[config.mk]
export PLATFORM = sky130hd
export DESIGN_NAME = twos_comp_pipe
export DESIGN_NICKNAME = d
export VERILOG_FILES = /design/src/rtl/sign_arith_pkg.sv /design/src/rtl/inc_slice.sv /design/src/rtl/twos_comp_pipe.sv
export SDC_FILE = /design/constraint.sdc
export NUM_CORES = 1
export LEC_CHECK = 0
export CAP_MARGIN = 30
export CELL_PAD_IN_SITES_DETAIL_PLACEMENT = 0
export CELL_PAD_IN_SITES_GLOBAL_PLACEMENT = 1
export CORE_ASPECT_RATIO = 1.2
export CORE_MARGIN = 4
export CORE_UTILIZATION = 45
export CTS_BUF_LIST = sky130_fd_sc_hd__clkbuf_4 sky130_fd_sc_hd__clkbuf_8
export DETAILED_ROUTE_END_ITERATION = 10
export GPL_TIMING_DRIVEN = 0
export PLACE_DENSITY_LB_ADDON = 0.1
export SYNTH_ARGS = -nofsm -noshare
export SYNTH_HDL_FRONTEND = slang
export SYNTH_HIERARCHICAL = 1
export SYNTH_SLANG_ARGS = --single-unit
[constraint.sdc]
create_clock -name clk -period 5.04 [get_ports clk]
set_clock_uncertainty 0.2 [all_clocks]
set_input_delay 1.008 -clock clk [delete_from_list [all_inputs] [get_ports clk]]
set_output_delay 1.008 -clock clk [all_outputs]
set_load 0.005 [all_outputs]
[src/rtl/sign_arith_pkg.sv]
// Shared constants and helpers for the sign-handling datapath.
// Holds the transaction mode encodings and a generator for the
// most-negative two's-complement value of a given width.
package sign_arith_pkg;

  localparam logic [1:0] MODE_PASS = 2'b00;
  localparam logic [1:0] MODE_NEG  = 2'b01;
  localparam logic [1:0] MODE_ABS  = 2'b10;
  localparam logic [1:0] MODE_CNEG = 2'b11;

  // Upper bound on the width most_neg can describe; callers truncate.
  localparam int MAX_W = 256;

  // Returns 1 followed by (w-1) zeros, right-aligned in MAX_W bits.
  function automatic logic [MAX_W-1:0] most_neg(input int w);
    logic [MAX_W-1:0] r;
    r        = '0;
    r[w-1]   = 1'b1;
    return r;
  endfunction

endpackage

[src/rtl/inc_slice.sv]
// Conditional W-bit incrementer: sum = a + inc, with carry-out.
// One instance resolves each half of the +1 chain.
module inc_slice #(
  parameter int W = 16
) (
  input  logic [W-1:0] a,
  input  logic         inc,
  output logic [W-1:0] sum,
  output logic         cout
);

  assign {cout, sum} = {1'b0, a} + {{W{1'b0}}, inc};

endmodule

[src/rtl/twos_comp_pipe.sv]
// Two-stage pipelined sign-magnitude <-> two's-complement converter.
// Stage 1 inverts the operand when negating and resolves the low half of
// the +1 chain; stage 2 finishes the high half with the stored carry.
// Full valid/ready back-pressure, no bubble when both stages are full.
// Optional macro TWOS_COMP_PIPE_SAT_EN: negating the most-negative value
// yields max positive instead of wrapping (out_ovf is flagged either way).
module twos_comp_pipe
  import sign_arith_pkg::*;
#(
  parameter int WIDTH = 32,
  parameter int LO_W  = WIDTH / 2
) (
  input  logic             clk,
  input  logic             rst_n,
  input  logic             in_valid,
  output logic             in_ready,
  input  logic [WIDTH-1:0] in_data,
  input  logic [1:0]       in_mode,
  input  logic             in_sign,
  output logic             out_valid,
  input  logic             out_ready,
  output logic [WIDTH-1:0] out_data,
  output logic             out_ovf
);

  localparam int              HI_W     = WIDTH - LO_W;
  localparam logic [WIDTH-1:0] MOST_NEG = WIDTH'(most_neg(WIDTH));

`ifdef TWOS_COMP_PIPE_SAT_EN
  localparam logic [WIDTH-1:0] MAX_POS = ~MOST_NEG;

  // Clamp the wrapped negation of the most-negative value to max positive.
  function automatic logic [WIDTH-1:0] sat_result(input logic [WIDTH-1:0] raw,
                                                  input logic             ovf);
    return ovf ? MAX_POS : raw;
  endfunction
`endif

  logic             neg;
  logic [WIDTH-1:0] x;
  logic [LO_W-1:0]  lo_sum;
  logic             lo_carry;
  logic             ovf_in;
  logic             accept;
  logic             load_p1;
  logic             load_p2;

  logic             vld_p1;
  logic [LO_W-1:0]  lo_sum_p1;
  logic             c1_p1;
  logic [HI_W-1:0]  x_hi_p1;
  logic             ovf_p1;

  logic [HI_W-1:0]  hi_sum;
  logic             hi_carry_unused;
  logic [WIDTH-1:0] result;

  logic             vld_p2;
  logic [WIDTH-1:0] data_p2;
  logic             ovf_p2;

  // Negate decision from the transaction mode.
  always_comb begin
    neg = 1'b0;
    case (in_mode)
      MODE_PASS: neg = 1'b0;
      MODE_NEG:  neg = 1'b1;
      MODE_ABS:  neg = in_data[WIDTH-1];
      MODE_CNEG: neg = in_sign;
      default:   neg = 1'b0;
    endcase
  end

  assign x      = neg ? ~in_data : in_data;
  assign ovf_in = neg & (in_data == MOST_NEG);

  inc_slice #(.W(LO_W)) u_inc_lo (
    .a    (x[LO_W-1:0]),
    .inc  (neg),
    .sum  (lo_sum),
    .cout (lo_carry)
  );

  // Handshake: stage 2 drains when empty or downstream takes it; stage 1
  // refills whenever stage 2 moves or it is empty itself.
  assign load_p2  = !vld_p2 | out_ready;
  assign load_p1  = !vld_p1 | load_p2;
  assign in_ready = !vld_p1 | !vld_p2 | out_ready;
  assign accept   = in_valid & in_ready;

  // Stage valids; reset discards anything in flight.
  always_ff @(posedge clk or negedge rst_n) begin
    if (!rst_n) begin
      vld_p1 <= 1'b0;
      vld_p2 <= 1'b0;
    end else begin
      if (load_p1) vld_p1 <= in_valid;
      if (load_p2) vld_p2 <= vld_p1;
    end
  end

  // ---- stage 1 -> stage 2 boundary: low half done, high half pending ----
  // Capture the partially incremented operand on accept.
  always_ff @(posedge clk) begin
    if (accept) begin
      lo_sum_p1 <= lo_sum;
      c1_p1     <= lo_carry;
      x_hi_p1   <= x[WIDTH-1:LO_W];
      ovf_p1    <= ovf_in;
    end
  end

  inc_slice #(.W(HI_W)) u_inc_hi (
    .a    (x_hi_p1),
    .inc  (c1_p1),
    .sum  (hi_sum),
    .cout (hi_carry_unused)
  );

`ifdef TWOS_COMP_PIPE_SAT_EN
  assign result = sat_result({hi_sum, lo_sum_p1}, ovf_p1);
`else
  assign result = {hi_sum, lo_sum_p1};
`endif

  // ---- stage 2 -> output boundary: held stable while stalled ----
  // Output register; cleared on reset so the port reads zero immediately.
  always_ff @(posedge clk or negedge rst_n) begin
    if (!rst_n) begin
      data_p2 <= '0;
      ovf_p2  <= 1'b0;
    end else if (load_p2 && vld_p1) begin
      data_p2 <= result;
      ovf_p2  <= ovf_p1;
    end
  end

  assign out_valid = vld_p2;
  assign out_data  = data_p2;
  assign out_ovf   = ovf_p2;

endmodule
==> summary.txt <==
Run status
  – Status: complete, no violations

Floorplan
  – # rows: 34
  – Die area: 9260 µm²
  – Placeable Area: 7400 µm²
  – IO Pins: 74
  – Starting density of the core: 0.473
  – Die Ht: 105 µm
  – Die width: 88.5 µm

Global routing
  – Vias in the first global route: 2,316
  – First-pass GRT wire length: 11,600 µm
  – Pin count of the biggest net entering global routing: 36
  – Initial antenna violation count: 0
  – GRT overflow: 0
  – Tot GR Track Use: 0.165

Placement
  – DP Cell Count: 412
  – Port-buffer cells: 73
  – Post-DP HPWL: 5070 µm
  – Routability Congestion: 0.858

Clock network
  – # hold bufs at CTS: 0
  – Clk pin slew, worst setup/hold paths: 0.07 ns
  – Root buf cell: clkbuf_8
  – H-tree Lvls: 3
  – Post-cts repair resize count: 0
  – Clock Tree Buf Depth: 2
  – Worst-Skew Late Latency: 0.35 ns
  – Setup bufs post-CTS: 0
  – Number of CTS-inserted buffers: 9
  – CTS tree: done
  – Sink Count: 69

STA
  – Final setup fails: 0
  – Max_slew headroom: 0.456
  – TNS Setup: 0 ns
  – Final period utilization: 0.704
  – Worst Tran Pin Value: 0.816 ns
  – Hold Vio Cnt, Final: 0
  – Max-slew violation count: 0
  – FMAX: 0.282 GHz
  – Fin crit period: 3.55 ns
  – Unrepaired setup endpoints after global routing: false

Drt
  – Via Count: 2,222
  – Post-detailed-route count of antenna-violating nets: 0
  – Vias per inst: 5.19
  – Wire length per cell: 16.1 µm
  – Pre-antenna DRT Iters: 4
  – Post-Route WL: 6870 µm
  – Residual DRC: 0
  – Iter 0 DRT Violations: 65

Final layout
  – Non-Filler Instances: 428
  – Area growth, synth to finish: 29.4%
  – Nets: 376
  – Fraction of layout cells with a size suffix above 1: 0.254
  – Ant diodes: 0

Setup path
  – Crit path capture type: register
  – Crit path launch type: input pin
  – Worst Path Class, Setup: input pin to register
  – CP Data Required Time: 4.92 ns
  – Critical path arrival: 3.43 ns
  – Worst reg-to-reg path cell count: 6
  – Worst-path fanout max: 10

Pwr
  – LEAKAGE: 1.73 nW
  – Peak VDD IR: 0.185 mV
  – PD cells: 340 nW/µm²

Synth
  – Syn_area_per_cell: 14.1 µm²
  – Syn. warnings: 6
  – Cell count after synthesis: 249
  – Synthesized area: 3500 µm²
  – Syn_nets: 292

Hold path
  – Cell depth of the worst hold path: 1
  – Worst Hold Class: register to register

Job
  – Max Cap Viol: 0
## where the power goes
| group | internal (mW) | switching (mW) | leakage [nW] |
|---|---|---|---|
| logic | 0.221 | 0.146 | 0.899 |
| registers | 0.691 | 0.0462 | 0.735 |
| clock network | 0.226 | 0.211 | 0.0987 |
## registers in the layout (all words and copies together), names as in the netlist
name / flops
out_ovf: 1
out_data: 32
x_hi_p1: 16
lo_sum_p1: 16
out_valid: 1
c1_p1: 1
ovf_p1: 1
vld_p1: 1
## metrics by stage
step	power [mW]	worst slack, ns	hold slack (ns)	utilization	cell area (µm²)
after CTS	1.56	1.55	0.286	0.612	4530
after global placement	1.11	1.21	0.257	0.587	4340
after global routing	1.63	1.37	0.294	0.612	4530
after detailed placement	1.12	1.18	0.268	0.586	4340
after floorplan	0.915	1.99	0.255	-	3500
final	1.54	1.49	0.283	0.612	4530
## routing by layer
| layer | GRT usage | part of all wire |
|---|---|---|
| met1 | 0.220 | 0.44 |
| met2 | 0.252 | 0.47 |
| met3 | 0.0362 | 0.067 |
| met4 | 0.0810 | 0.024 |
| met5 | 0 | 0 |
## cells in the final DEF, fill, tap and decap left out, types with 2 or more instances in the layout
| cell | count |
|---|---|
| inv_1 | 5 |
| nor3_1 | 6 |
| buf_2 | 4 |
| nor4_2 | 6 |
| nor2_1 | 9 |
| nand4_2 | 6 |
| nand3_2 | 2 |
| nand4_1 | 4 |
| clkbuf_8 | 9 |
| clkdlybuf4s50_1 | 72 |
| xnor2_1 | 9 |
| ha_1 | 4 |
| nand2b_1 | 3 |
| nor3_2 | 2 |
| clkinv_2 | 4 |
| nand3_1 | 8 |
| mux2_2 | 33 |
| nand2_1 | 8 |
| nor4_1 | 7 |
| xor2_2 | 9 |
| dfrtp_1 | 35 |
| buf_8 | 2 |
| xor2_1 | 42 |
| edfxtp_1 | 34 |
## path summary, 6_finish.rpt
| kind | startpoint | slack [ns] | to |
|---|---|---|---|
| min in group asynchronous | rst_n | 0.56 | out_data[7] |
| max | in_data[31] | 1.49 | lo_sum_p1[13] |
| min | lo_sum_p1[0] | 0.28 | out_data[0] |
| min reg2reg | lo_sum_p1[0] | 0.28 | out_data[0] |
| max in group asynchronous | rst_n | 3.57 | out_data[17] |
| max reg2reg | x_hi_p1[0] | 3.02 | out_data[30] |
## layout make-up
class | instances | area, µm²
Multi-Input combinational cell | 169 | 1520
Clock buffer | 9 | 124
Clock inverter | 7 | 66.3
Fill cell | 606 | 2870
Tap cell | 90 | 113
Timing Repair Buffer | 73 | 726
Buffer | 6 | 65.1
Sequential cell | 69 | 1900
Inverter | 5 | 18.8
## worst max-delay path, cell delays in order
cell             delay (ns)
clkdlybuf4s50_1        0.58
a21oi_2                0.10
a21oi_4                0.30
buf_8                  0.20
xor2_1                 0.47
nand4_1                0.37
nor4_2                 0.28
xor2_1                 0.11
No activity file was read; power rests on OpenSTA's default activity.
